## src/rtl/ifu_litebpu_pkg.sv

```systemverilog
// Shared widths and jalr-xN state encodings for the IFU lite branch predictor.
package ifu_litebpu_pkg;

   localparam int DEF_XLEN        = 32;
   localparam int DEF_PC_SIZE     = 32;
   localparam int DEF_RFIDX_WIDTH = 5;

   typedef enum logic [1:0] {
      IDLE     = 2'd0,
      WAIT_DEP = 2'd1,
      RS1_RD   = 2'd2,
      RS1_HOLD = 2'd3
   } rs1_state_e;

endpackage

```

## src/rtl/ifu_litebpu_rs1fsm.sv

```systemverilog
// jalr xN base-operand sequencer: waits out hazards, issues one shared-port read,
// and keeps the returned value in a holding register for the prediction adder.
module ifu_litebpu_rs1fsm
   import ifu_litebpu_pkg::*;
#(
   parameter int XLEN = DEF_XLEN
) (
   input  logic            clk,
   input  logic            rst,
   input  logic            jalr_xn,
   input  logic            dep_xn,
   input  logic            flush,
   input  logic            handoff,
   input  logic [XLEN-1:0] rs1_data,
   output logic            rd_ena,
   output logic            fsm_wait,
   output logic [XLEN-1:0] hold_val
);

   rs1_state_e      state_reg;
   rs1_state_e      state_next;
   logic            capture;
   logic [XLEN-1:0] hold_reg;

   always_ff @(posedge clk or posedge rst) begin
      if (rst) begin
         state_reg <= IDLE;
         hold_reg  <= '0;
      end else begin
         state_reg <= state_next;
         if (capture) begin
            hold_reg <= rs1_data;
         end
      end
   end

   // Losing the jalr (valid drop or class change) or a flush always abandons the sequence.
   always_comb begin
      state_next = state_reg;
      rd_ena     = 1'b0;
      capture    = 1'b0;
      case (state_reg)
         IDLE: begin
            if (jalr_xn && !flush) begin
               if (dep_xn) begin
                  state_next = WAIT_DEP;
               end else begin
                  rd_ena     = 1'b1;
                  state_next = RS1_RD;
               end
            end
         end
         WAIT_DEP: begin
            if (flush || !jalr_xn) begin
               state_next = IDLE;
            end else if (!dep_xn) begin
               rd_ena     = 1'b1;
               state_next = RS1_RD;
            end
         end
         RS1_RD: begin
            if (flush || !jalr_xn) begin
               state_next = IDLE;
            end else begin
               capture    = 1'b1;
               state_next = RS1_HOLD;
            end
         end
         RS1_HOLD: begin
            if (flush || !jalr_xn || handoff) begin
               state_next = IDLE;
            end
         end
         default: state_next = IDLE;
      endcase
   end

   assign fsm_wait = (state_reg != RS1_HOLD);
   assign hold_val = hold_reg;

endmodule

```

## src/rtl/ifu_litebpu.sv

```systemverilog
// Static branch predictor / next-PC generator: branch-class mux, jalr base
// selection with hazard stalls, and a single shared PC adder.
module ifu_litebpu
   import ifu_litebpu_pkg::*;
#(
   parameter int XLEN        = DEF_XLEN,
   parameter int PC_SIZE     = DEF_PC_SIZE,
   parameter int RFIDX_WIDTH = DEF_RFIDX_WIDTH
) (
   input  logic                   clk,
   input  logic                   rst,
   input  logic [PC_SIZE-1:0]     ifu_pc,
   input  logic                   dec_i_valid,
   input  logic                   dec_jal,
   input  logic                   dec_jalr,
   input  logic                   dec_bxx,
   input  logic [XLEN-1:0]        dec_bjp_imm,
   input  logic [RFIDX_WIDTH-1:0] dec_jalr_rs1idx,
   input  logic                   ir_valid,
   input  logic                   ir_ready,
   input  logic                   ir_rs1en,
   input  logic                   ir_rdwen,
   input  logic [RFIDX_WIDTH-1:0] ir_rdidx,
   input  logic                   oitf_empty,
   input  logic                   flush,
   input  logic [XLEN-1:0]        rf2bpu_x1,
   input  logic [XLEN-1:0]        rf2bpu_rs1,
   output logic                   bpu2rf_rs1_ena,
   output logic                   bpu_wait,
   output logic                   prdt_taken,
   output logic [PC_SIZE-1:0]     prdt_pc
);

   logic               active;
   logic               is_jal;
   logic               is_jalr;
   logic               is_bxx;
   logic               jalr_x0;
   logic               jalr_x1;
   logic               jalr_xn;
   logic               dep_x1;
   logic               dep_xn;
   logic               ir_rd_hazard;
   logic               ir_port_busy;
   logic               fsm_wait;
   logic               rd_ena;
   logic               handoff;
   logic [XLEN-1:0]    hold_val;
   logic [PC_SIZE-1:0] jalr_base;
   logic [PC_SIZE-1:0] add_op1;
   logic [PC_SIZE-1:0] add_res;

   assign active  = dec_i_valid & ~rst;
   assign is_jal  = dec_jal;
   assign is_jalr = dec_jalr & ~dec_jal;
   assign is_bxx  = dec_bxx & ~dec_jal & ~dec_jalr;

   assign jalr_x0 = (dec_jalr_rs1idx == RFIDX_WIDTH'(0));
   assign jalr_x1 = (dec_jalr_rs1idx == RFIDX_WIDTH'(1));
   assign jalr_xn = active & is_jalr & ~jalr_x0 & ~jalr_x1;

   assign dep_x1 = ~oitf_empty | (ir_valid & ir_rdwen & (ir_rdidx == RFIDX_WIDTH'(1)));

   // Any valid IR instruction blocks the xN read: either it may write the register
   // or it may be using the shared read port; ir_valid alone already covers both.
   assign ir_rd_hazard = ir_valid & ir_rdwen;
   assign ir_port_busy = ir_valid & ir_rs1en;
   assign dep_xn       = ~oitf_empty | ir_rd_hazard | ir_port_busy | ir_valid;

   assign handoff = dec_i_valid & ~bpu_wait & ir_ready;

   ifu_litebpu_rs1fsm #(
      .XLEN(XLEN)
   ) u_rs1fsm (
      .clk      (clk),
      .rst      (rst),
      .jalr_xn  (jalr_xn),
      .dep_xn   (dep_xn),
      .flush    (flush),
      .handoff  (handoff),
      .rs1_data (rf2bpu_rs1),
      .rd_ena   (rd_ena),
      .fsm_wait (fsm_wait),
      .hold_val (hold_val)
   );

   always_comb begin
      jalr_base = hold_val[PC_SIZE-1:0];
      if (jalr_x0) begin
         jalr_base = '0;
      end else if (jalr_x1) begin
         jalr_base = rf2bpu_x1[PC_SIZE-1:0];
      end
   end

   assign add_op1 = is_jalr ? jalr_base : ifu_pc;
   assign add_res = add_op1 + dec_bjp_imm[PC_SIZE-1:0];

   assign prdt_taken = active & (is_jal | is_jalr | (is_bxx & dec_bjp_imm[XLEN-1]));
   assign prdt_pc    = prdt_taken ? add_res : '0;

   always_comb begin
      bpu_wait = 1'b0;
      if (active && is_jalr) begin
         if (jalr_x1) begin
            bpu_wait = dep_x1;
         end else if (!jalr_x0) begin
            bpu_wait = fsm_wait;
         end
      end
   end

   assign bpu2rf_rs1_ena = rd_ena & ~flush & ~rst;

endmodule
```

## config.mk

```make
export PLATFORM = sky130hd
export DESIGN_NAME = ifu_litebpu
export DESIGN_NICKNAME = d
export VERILOG_FILES = /design/src/rtl/ifu_litebpu_pkg.sv /design/src/rtl/ifu_litebpu_rs1fsm.sv /design/src/rtl/ifu_litebpu.sv
export SDC_FILE = /design/constraint.sdc
export NUM_CORES = 1
export LEC_CHECK = 0
export ABC_AREA = 1
export CORE_MARGIN = 4
export CORE_UTILIZATION = 50
export DETAILED_ROUTE_END_ITERATION = 12
export PLACE_DENSITY_LB_ADDON = 0.05
export REMOVE_ABC_BUFFERS = 1
export SLEW_MARGIN = 20
export SYNTH_ARGS = -nofsm -noshare
export SYNTH_HDL_FRONTEND = slang
export SYNTH_HIERARCHICAL = 1
export SYNTH_SLANG_ARGS = --single-unit
```

## constraint.sdc

```tcl
create_clock -name clk -period 7.35 [get_ports clk]
set_input_delay 1.1025 -clock clk [delete_from_list [all_inputs] [get_ports clk]]
set_output_delay 1.1025 -clock clk [all_outputs]
set_load 0.05 [all_outputs]
```

==> reports/metrics.csv, run 1 <==
metric,value,unit
worst path setup slack after routing,1380,ps
sw power,305,µW
effective utilization at floorplan,0.511,
number of DRC violations after detailed-routing iteration 0,223,
pin count of the biggest net entering global routing,65,
clk buf depth,2,
IO buf count,183,
number of antenna cells inserted,0,
time the final worst path needs with I/O delays and setup,5970,ps
core region area,9730,µm²
Syn Inst Count,832,
Synth area leaders,"nand2_1 21%, dfrtp_1 17%, inv_1 12%, ha_1 9.6%, mux2i_1 6.2%",
Pins Over Slew Limit,0,
portion of total power attributed to sequential cells,0.262,
Slew @ Worst Pin,895,ps
routed length per placed instance,12.7,µm
top cell type by total area after synthesis,nand2_1,
deepest level of the CTS H-tree,2,
post-route core utilization,0.717,
root buffer cell,clkbuf_8,
category of the worst setup path capture point,output pin,
I/O pin cnt,185,
via count,5466,
share of the synthesized area in the top cell type,0.211,
DRC viols,0,
ratio of cells with drive above 1 in the final layout,0.0890,
Static Leak,3.86,nW
final weighted congestion in routability-driven placement,0.910,
Logic pwr share,0.548,
# resized after CTS,0,
most common library cell in the layout ignoring fill and taps,nand2_1,
layout overhead on the synthesized area,40.4,%
switching share of power,0.410,
number of synthesis warnings,6,
share of synthesized area occupied by flip-flops and latches,0.171,
wire length of the first global-routing pass,23700,µm
netlist area before placement,4970,µm²
Antenna Violating Nets Remaining,0,
Pwr per Cell Area,107,nW/µm²
most frequent cells in the layout,"279 x nand2_1, 183 x clkdlybuf4s50_1, 153 x inv_1",
Hold Path Class,reg -> reg,
post-route fraction of the period consumed by the critical path,0.812,
Tot GR Track Use,0.254,
status,finished clean,
number of buffers created by CTS,5,
Vert. Die Dim,108,µm
ratio of routed vias to standard cells,4.78,
Post-Route Skew,5.74,ps
Clock Latency Late Sink,280,ps
"Hold-fix buffers, CTS",0,
full die area,11600,µm²
relative max-transition margin,0.404,
maximum achievable frequency,168,MHz
number of global-route vias before repair,5214,
CTS tree,built,
Place WS,1410,ps
number of detailed-routing iterations run before antenna repair,5,
total of max-cap violations,0,
Peak supply drop,0.103,mV
total wirelength of the detailed-routed design,14500,µm
critical setup path kind,in -> out,
Hold Fails Final Rpt,0,
maximum fanout along the worst path,16,
Seq cells post-synth,34,
data required time of the critical path,6250,ps
Die W,108,µm
clock edge transition at the registers on the reported setup and hold paths,70,ps
setup-violating endpoint count in the final report,0,
Num Clock Sinks,34,
Internal Dissipation,440,µW
# nets final,1199,
CP Data Arrival Time,4870,ps
grt ovf,0,
count of distinct cell types in the synthesized netlist,39,
postcts setup bufs,0,
Post-Syn Area per Cell,5.98,µm²
post-detail-place hpwl,12500,µm
launching element type of the critical path,input pin,
number of antenna violations at the first check in global routing,0,
RSZ-0062 raised after global routing,no,
clock share of power,0.189,
final setup TNS,0,ps
floorplan row count,36,
Largest register FFs,32,
==> final cells by class <==
class	instances	area, µm²
Clock buffer	7	86.3
Clock inverter	1	5.00
Fill cell	909	2750
Inverter	160	601
Multi-Input combinational cell	619	3390
Sequential cell	34	851
Tap cell	133	166
Timing Repair Buffer	190	1880
==> cell families (layout without fill, tap and decap cells) <==
| kind of cell | after synthesis | count (layout) | share of synthesized area |
|---|---|---|---|
| AND/OR/NAND/NOR | 425 | 425 | 0.362 |
| multiplexers | 31 | 31 | 0.0624 |
| adder cells (fa/ha/maj) | 39 | 39 | 0.0996 |
| AO/OA/AOI/OAI | 123 | 123 | 0.155 |
| buffers and inverters | 179 | 358 | 0.148 |
| flip-flops | 34 | 34 | 0.171 |
| XOR/XNOR | 1 | 1 | 0.00176 |
==> through the flow <==
stage / instances / total power [mW] / hold slack, ps / instance area, µm²
3_5_place_dp: 1136 / 0.605 / 470 / 6890
3_3_place_gp: 1136 / 0.600 / 465 / 6890
4_1_cts: 1144 / 0.749 / 487 / 6980
6_report: 1144 / 0.745 / 486 / 6980
5_1_grt: 1144 / 0.801 / 497 / 6980
2_1_floorplan: 813 / 0.444 / 455 / 4840
==> critical path, cell delays in order <==
cell             delay (ps)
clkdlybuf4s50_1         410
nor2_2                  190
nand3_2                 110
buf_4                   240
mux2i_1                 160
o21ai_0                 140
ha_1                    250
fa_1                    470
nand2_1                 100
inv_1                    50
nand2_1                  50
nand3_1                 160
nand2_1                 120
nand2_2                  80
nand2_1                  70
nand3_1                 110
nand2_1                  70
nand2_1                  50
nor2_1                  110
clkdlybuf4s50_1         810
==> cells in the mapped netlist, drive strengths merged <==
library cell and n:
dfrtp 34, nor2 86, o21bai 4, nand3 26, nand4 4, inv 160, nand2 297, or2 1
nor3 8, o41ai 1, clkbuf 6, and2 1, xnor2 1, fa 1, a211o 1, o21a 2
o21ai 74, a21oi 39, ha 38, buf 13, mux2i 31, a21o 1, o211ai 1, nor3b 1
and3 1
==> metal layers <==
| metal | GRT usage | vias to the layer above | wire length, µm |
|---|---|---|---|
| li1 | - | 2924 | - |
| met1 | 0.326 | 2368 | 6470 |
| met2 | 0.449 | 153 | 6980 |
| met3 | 0.0366 | 21 | 848 |
| met4 | 0.0541 | 0 | 221 |
| met5 | 0 | - | 0 |
==> power groups by stage <==
stage	combinational [mW]	clock, mW	sequential, mW
5_1_grt	0.454	0.151	0.196
3_5_place_dp	0.407	0	0.199
2_1_floorplan	0.247	0	0.198
4_1_cts	0.408	0.145	0.195
6_report	0.408	0.141	0.195
3_3_place_gp	0.401	0	0.199
==> path summary, 6_finish.rpt <==
kind,from,end,slack [ps],cells after the start
worst min register to register,u_rs1fsm/hold_val[22],u_rs1fsm/hold_val[22],490,2
min in group asynchronous,rst,u_rs1fsm/hold_val[25],1130,2
worst max register to register,u_rs1fsm/state_reg[0],u_rs1fsm/hold_val[15],5560,4
worst min-delay path,u_rs1fsm/hold_val[22],u_rs1fsm/hold_val[22],490,2
max in group asynchronous,rst,u_rs1fsm/hold_val[21],5540,3
worst max-delay path,dec_jalr_rs1idx[3],prdt_pc[24],1380,20
Power figures use the tool's default switching activity.
==> run 2: changes to the inputs <==
--- a/config.mk
+++ b/config.mk
@@ -7,7 +7,7 @@
 export LEC_CHECK = 0
 export ABC_AREA = 1
 export CORE_MARGIN = 4
-export CORE_UTILIZATION = 50
+export CORE_UTILIZATION = 46
 export DETAILED_ROUTE_END_ITERATION = 12
 export PLACE_DENSITY_LB_ADDON = 0.05
 export REMOVE_ABC_BUFFERS = 1
==> constraint.sdc (replaced) <==
create_clock -name clk -period 5.6 [get_ports clk]
set_input_delay 0.84 -clock clk [delete_from_list [all_inputs] [get_ports clk]]
set_output_delay 0.84 -clock clk [all_outputs]
set_load 0.05 [all_outputs]
==> run 2 against run 1 <==
Against the previous run:
- power up 37%
- global-route usage down 2.1 points
- final cell count up 0.44%
- non-clock buffer count up 2
- die area up 8.0%
- sequential cell count unchanged
- final area up 4.0%
- worst setup slack worse by 690 ps
- wire length up 0.98%
- worst hold slack worse by 3.0 ps
- clock power up 38%
==> reports/metrics.csv, run 2 (synthesis results as in run 1) <==
metric,value,unit,change
Critical Path Most Common Cell,nand2_1,,unchanged
Antenna Violating Nets Remaining,0,,unchanged
full die area,12500,µm²,was 11600 µm²
data required time of the critical path,4760,ps,was 6250 ps
Hold Path Class,reg -> reg,,unchanged
Tot GR Track Use,0.232,,was 0.254
Largest register FFs,32,,unchanged
# nets final,1201,,was 1199
setup-violating endpoint count in the final report,0,,unchanged
final setup TNS,0,ps,unchanged
"Hold-fix buffers, CTS",0,,unchanged
Clock Latency Late Sink,290,ps,was 280 ps
clk buf depth,2,,unchanged
ratio of routed vias to standard cells,4.78,,about the same
status,finished clean,,unchanged
# fillers,937,,was 909
worst-case register-to-register setup slack,3840,ps,was 5560 ps
switching share of power,0.407,,was 0.410
number of antenna cells inserted,0,,unchanged
number of detailed-routing iterations run before antenna repair,6,,was 5
CP Data Arrival Time,4070,ps,was 4870 ps
Post-Route Skew,9.66,ps,was 5.74 ps
critical setup path kind,in -> out,,unchanged
DRC viols,0,,unchanged
ratio of cells with drive above 1 in the final layout,0.121,,was 0.0890
portion of total power attributed to sequential cells,0.251,,was 0.262
combined area of the multi-input logic cells,3390,µm²,unchanged
Peak supply drop,0.137,mV,was 0.103 mV
RSZ-0062 raised after global routing,no,,unchanged
number of global-route vias before repair,5248,,was 5214
Num Clock Sinks,34,,unchanged
Internal Dissipation,606,µW,was 440 µW
sw power,416,µW,was 305 µW
footprint of the flip-flops and latches,851,µm²,unchanged
wire length of the first global-routing pass,24300,µm,was 23700 µm
Pins Over Slew Limit,0,,unchanged
pin count of the biggest net entering global routing,65,,unchanged
Static Leak,4.01,nW,was 3.86 nW
effective utilization at floorplan,0.477,,was 0.511
capturing point of the worst reg2reg path,u_rs1fsm/hold_val[8],,was u_rs1fsm/hold_val[15]
launching element type of the critical path,input pin,,unchanged
Slew @ Worst Pin,892,ps,was 895 ps
final weighted congestion in routability-driven placement,0.890,,was 0.910
maximum single-stage delay on the critical path,540,ps,was 810 ps
Vert. Die Dim,112,µm,was 108 µm
final worst hold slack,483,ps,was 486 ps
Hold Fails Final Rpt,0,,unchanged
total wirelength of the detailed-routed design,14700,µm,was 14500 µm
IO buf count,183,,unchanged
category of the worst setup path capture point,output pin,,unchanged
number of buffers created by CTS,5,,unchanged
postcts setup bufs,0,,unchanged
clock share of power,0.190,,was 0.189
via count,5488,,was 5466
critical path's slowest cell,fa_1,,was clkdlybuf4s50_1
critical path launch point,dec_jalr_rs1idx[3],,unchanged
clock edge transition at the registers on the reported setup and hold paths,70,ps,about the same
cells along the critical path,clkdlybuf4s50_1 -> nor2_2 -> nand3_2 -> buf_4 -> mux2i_1 -> o21ai_0 -> fa_1 -> nand2_1 -> inv_1 -> nand2_1 -> nand3_1 -> nand2_1 -> nand2_2 -> nand2_1 -> nand3_1 -> nand2_1 -> nand2_1 -> nor2_1 -> buf_12,,was clkdlybuf4s50_1 -> nor2_2 -> nand3_2 -> buf_4 -> mux2i_1 -> o21ai_0 -> ha_1 -> fa_1 -> nand2_1 -> inv_1 -> nand2_1 -> nand3_1 -> nand2_1 -> nand2_2 -> nand2_1 -> nand3_1 -> nand2_1 -> nand2_1 -> nor2_1 -> clkdlybuf4s50_1
number of DRC violations after detailed-routing iteration 0,331,,was 223
Logic pwr share,0.559,,was 0.548
layout overhead on the synthesized area,46.0,%,was 40.4%
number of antenna violations at the first check in global routing,0,,unchanged
# resized after CTS,0,,unchanged
routed length per placed instance,12.8,µm,was 12.7 µm
maximum fanout along the worst path,8,,was 16
overall power after layout,1.02,mW,was 745 µW
grt ovf,0,,unchanged
root buffer cell,clkbuf_8,,unchanged
CTS tree,built,,unchanged
time the final worst path needs with I/O delays and setup,4910,ps,
cell depth of the worst flop-to-flop path,4,,unchanged
total of max-cap violations,0,,unchanged
most frequent cells in the layout,"279 x nand2_1, 153 x inv_1, 152 x clkdlybuf4s50_1",,"was 279 x nand2_1, 183 x clkdlybuf4s50_1, 153 x inv_1"
post-route fraction of the period consumed by the critical path,0.876,,
capture point of the worst path,prdt_pc[24],,unchanged
deepest level of the CTS H-tree,2,,unchanged
maximum achievable frequency,204,MHz,
post-route core utilization,0.697,,was 0.717
floorplan row count,37,,was 36
relative max-transition margin,0.405,,was 0.404
post-detail-place hpwl,12700,µm,was 12500 µm
I/O pin cnt,185,,unchanged
FF-to-FF Start,u_rs1fsm/state_reg[0],,unchanged
Die W,112,µm,was 108 µm
core region area,10400,µm²,was 9730 µm²
most common library cell in the layout ignoring fill and taps,nand2_1,,unchanged
Pwr per Cell Area,141,nW/µm²,was 107 nW/µm²
run 2: cell count changes in the layout (fill, tap and decap cells not counted):
cell             previous run  this run
clkdlybuf4s50_1           183       152
buf_12                      0        27
buf_4                       7        13
run 2: power by group through the flow:
stage	Sequential, mW	Clock [mW]	Combinational, mW
CTS	0.256	0.200	0.572
finish	0.256	0.194	0.572
detailed placement	0.261	0	0.570
floorplan	0.259	0	0.324
global route	0.257	0.209	0.633
global placement	0.261	0	0.564
run 2: worst min path at each step:
stage,from,to,slack [ps],cells past startpoint
after floorplan,u_rs1fsm/hold_val[0],u_rs1fsm/hold_val[0],450,2
after global placement,u_rs1fsm/hold_val[15],u_rs1fsm/hold_val[15],470,2
after detailed placement,u_rs1fsm/hold_val[20],u_rs1fsm/hold_val[20],470,2
after CTS,u_rs1fsm/hold_val[20],u_rs1fsm/hold_val[20],490,2
after global routing,u_rs1fsm/hold_val[7],u_rs1fsm/hold_val[7],500,2
final,u_rs1fsm/hold_val[17],u_rs1fsm/hold_val[17],480,2
run 2: metal layers:
layer / share of wire / track usage
met5: 0 / 0
met3: 0.072 / 0.0516
met4: 0.0071 / 0.0369
met2: 0.47 / 0.388
met1: 0.45 / 0.313
run 2: per-stage QoR:
| step | cells | area (µm²) | setup WS (ps) |
|---|---|---|---|
| floorplan | 813 | 4840 | 666 |
| global placement | 1141 | 7170 | 712 |
| detailed placement | 1141 | 7170 | 691 |
| CTS | 1149 | 7260 | 693 |
| global route | 1149 | 7260 | 369 |
| finish | 1149 | 7260 | 693 |
run 2: layout make-up:
cell class                 instances  share of cell area
timing repair buffer             192               0.298
clock buffer                       7              0.0119
tap                              136              0.0234
multi-input combinational        619               0.466
clock inverter                     1            0.000690
inverter                         160              0.0827
sequential                        34               0.117
run 2: critical path, delay by kind of cell:
family / cells / cell delay (ps)
adder cells (fa/ha/maj): 1 / 540
buffers and inverters: 4 / 900
AO/OA/AOI/OAI: 1 / 180
multiplexers: 1 / 180
AND/OR/NAND/NOR: 12 / 1410
==> run 3: changes to the inputs <==
--- a/config.mk
+++ b/config.mk
@@ -9,7 +9,8 @@
 export CORE_MARGIN = 4
 export CORE_UTILIZATION = 46
 export DETAILED_ROUTE_END_ITERATION = 12
-export PLACE_DENSITY_LB_ADDON = 0.05
+export PLACE_DENSITY = 0.82
+export RECOVER_POWER = 25
 export REMOVE_ABC_BUFFERS = 1
 export SLEW_MARGIN = 20
 export SYNTH_ARGS = -nofsm -noshare
==> run 3 against run 2 <==
Against the previous run:
- the run now ends with max-capacitance violations, max-slew violations left
- power fell by 1.1%
- global-route usage fell by 0.17 points
- final area fell by 0.16%
- clock skew fell by 0.89 ps
- via count rose by 0.51%
- sequential share of layout area barely moved
- maximum frequency fell by 2.3%
- worst hold slack barely moved
- non-clock buffer count fell by 1
- core utilization fell by 0.11 points
- clock power fell by 8%
==> reports/metrics.csv, run 3 (synthesis results as in run 1) <==
metric,value,unit,change
Hold Path Class,reg -> reg,,unchanged
post-detail-place hpwl,12500,µm,was 12700 µm
post-route core utilization,0.696,,was 0.697
number of detailed-routing iterations run before antenna repair,5,,was 6
most common library cell in the layout ignoring fill and taps,nand2_1,,unchanged
CP Data Arrival Time,4180,ps,was 4070 ps
full die area,12500,µm²,unchanged
Clock Latency Late Sink,290,ps,about the same
Die W,112,µm,unchanged
time the final worst path needs with I/O delays and setup,5020,ps,was 4910 ps
post-route fraction of the period consumed by the critical path,0.897,,was 0.876
relative max-transition margin,-0.330,,was 0.405
I/O pin cnt,185,,unchanged
total of max-cap violations,1,,was 0
grt ovf,0,,unchanged
overall power after layout,1.01,mW,was 1.02 mW
ratio of cells with drive above 1 in the final layout,0.119,,was 0.121
maximum fanout along the worst path,21,,was 8
launching element type of the critical path,input pin,,unchanged
Peak supply drop,0.110,mV,was 0.137 mV
root buffer cell,clkbuf_8,,unchanged
number of antenna cells inserted,0,,unchanged
CTS tree,built,,unchanged
data required time of the critical path,4760,ps,about the same
Placed Cells incl. Taps,1140,,was 1141
setup-violating endpoint count in the final report,0,,unchanged
Post-Route Skew,8.78,ps,was 9.66 ps
critical setup path kind,in -> out,,unchanged
IO buf count,183,,unchanged
number of antenna violations at the first check in global routing,0,,unchanged
clock edge transition at the registers on the reported setup and hold paths,70,ps,about the same
effective utilization at floorplan,0.477,,unchanged
final weighted congestion in routability-driven placement,0.956,,was 0.890
core region area,10400,µm²,unchanged
Slew @ Worst Pin,2000,ps,was 892 ps
final setup TNS,0,ps,unchanged
Tot GR Track Use,0.231,,was 0.232
number of buffers created by CTS,5,,unchanged
floorplan row count,37,,unchanged
layout overhead on the synthesized area,45.7,%,was 46.0%
Antenna Violating Nets Remaining,0,,unchanged
Pins Over Slew Limit,35,,was 0
Hold Fails Final Rpt,0,,unchanged
total wirelength of the detailed-routed design,14800,µm,was 14700 µm
routed length per placed instance,12.9,µm,was 12.8 µm
ratio of routed vias to standard cells,4.81,,was 4.78
category of the worst setup path capture point,output pin,,unchanged
pin count of the biggest net entering global routing,65,,unchanged
Num Clock Sinks,34,,unchanged
clk buf depth,2,,unchanged
Static Leak,4.00,nW,was 4.01 nW
postcts setup bufs,0,,unchanged
worst path setup slack after routing,579,ps,was 693 ps
Vert. Die Dim,112,µm,unchanged
number of global-route vias before repair,5342,,was 5248
status,"finished, violations left",,was finished clean
most frequent cells in the layout,"278 x nand2_1, 153 x inv_1, 151 x clkdlybuf4s50_1",,"was 279 x nand2_1, 153 x inv_1, 152 x clkdlybuf4s50_1"
failing checks,"max-capacitance violations, max-slew violations",,
via count,5516,,was 5488
DRC viols,0,,unchanged
maximum achievable frequency,199,MHz,was 204 MHz
wire length of the first global-routing pass,24300,µm,about the same
Pwr per Cell Area,139,nW/µm²,was 141 nW/µm²
Largest register FFs,32,,unchanged
RSZ-0062 raised after global routing,no,,unchanged
Place WS,384,ps,was 691 ps
filler-free cell count of the finished design,1147,,was 1149
deepest level of the CTS H-tree,2,,unchanged
# nets final,1200,,was 1201
number of DRC violations after detailed-routing iteration 0,258,,was 331
## run 3: changes by cell type in the layout (fill, tap and decap cells not counted), sizes merged
cell / before / now
clkbuf: 7 / 8
clkdlybuf4s50: 152 / 151
buf: 40 / 38
dlygate4sd3: 0 / 1
clkinv: 1 / 0
## run 3: routing by layer
metal / global-route usage / vias up / wire, µm
met5: 0 / - / 0
met4: 0.0593 / 0 / 317
met3: 0.0478 / 21 / 1090
met2: 0.401 / 168 / 7040
met1: 0.291 / 2392 / 6370
li1: - / 2935 / -
## run 3: repair_timing
action,4_1_cts,5_1_grt
endpoints found under the setup margin,0,1
gates resized for setup,0,1
hold buffers,0,0
## run 3: final cells by class
type	count	area [µm²]
clock buffers	7	76.3
flip-flops and latches	34	851
inverters	160	601
fillers	884	3170
multi-input cells	619	3390
repair buffers	191	2160
well taps	136	170
## run 3: final timing paths
path	start	to	slack, ps	cells past startpoint
max reg2reg	u_rs1fsm/state_reg[1]	u_rs1fsm/hold_val[2]	3830	3
max	dec_jalr	prdt_pc[24]	580	20
min reg2reg	u_rs1fsm/hold_val[0]	u_rs1fsm/hold_val[0]	480	2
max in group asynchronous	rst	u_rs1fsm/hold_val[0]	2690	3
min	u_rs1fsm/hold_val[0]	u_rs1fsm/hold_val[0]	480	2
min in group asynchronous	rst	u_rs1fsm/hold_val[26]	1760	3
## run 3: worst max-delay path, cell delays in order
cell and delay [ps]:
clkdlybuf4s50_1 480, inv_1 40, nor2_1 170, inv_1 390, nand2_1 150, o21ai_0 90
ha_1 230, fa_1 450, nand2_1 100, inv_1 50, nand2_1 50, nand3_1 180
nand2_1 130, nand2_2 80, nand2_1 60, nand3_1 130, nand2_1 110, nand2_1 60
nor2_1 200, buf_12 170
## run 3: power by group
group / internal, mW / total, mW / switching [mW] / leakage [nW]
sequential: 0.250 / 0.256 / 0.00551 / 0.474
clock: 0.0858 / 0.179 / 0.0931 / 0.0383
combinational: 0.257 / 0.575 / 0.319 / 3.48
total: 0.593 / 1.01 / 0.417 / 4.00
## run 3: through the flow
stage | cell area, µm² | hold slack (ps)
after detailed placement | 7170 | 470
after floorplan | 4840 | 455
final | 7250 | 483
after global placement | 7170 | 465
after CTS | 7250 | 486
after global routing | 7250 | 500
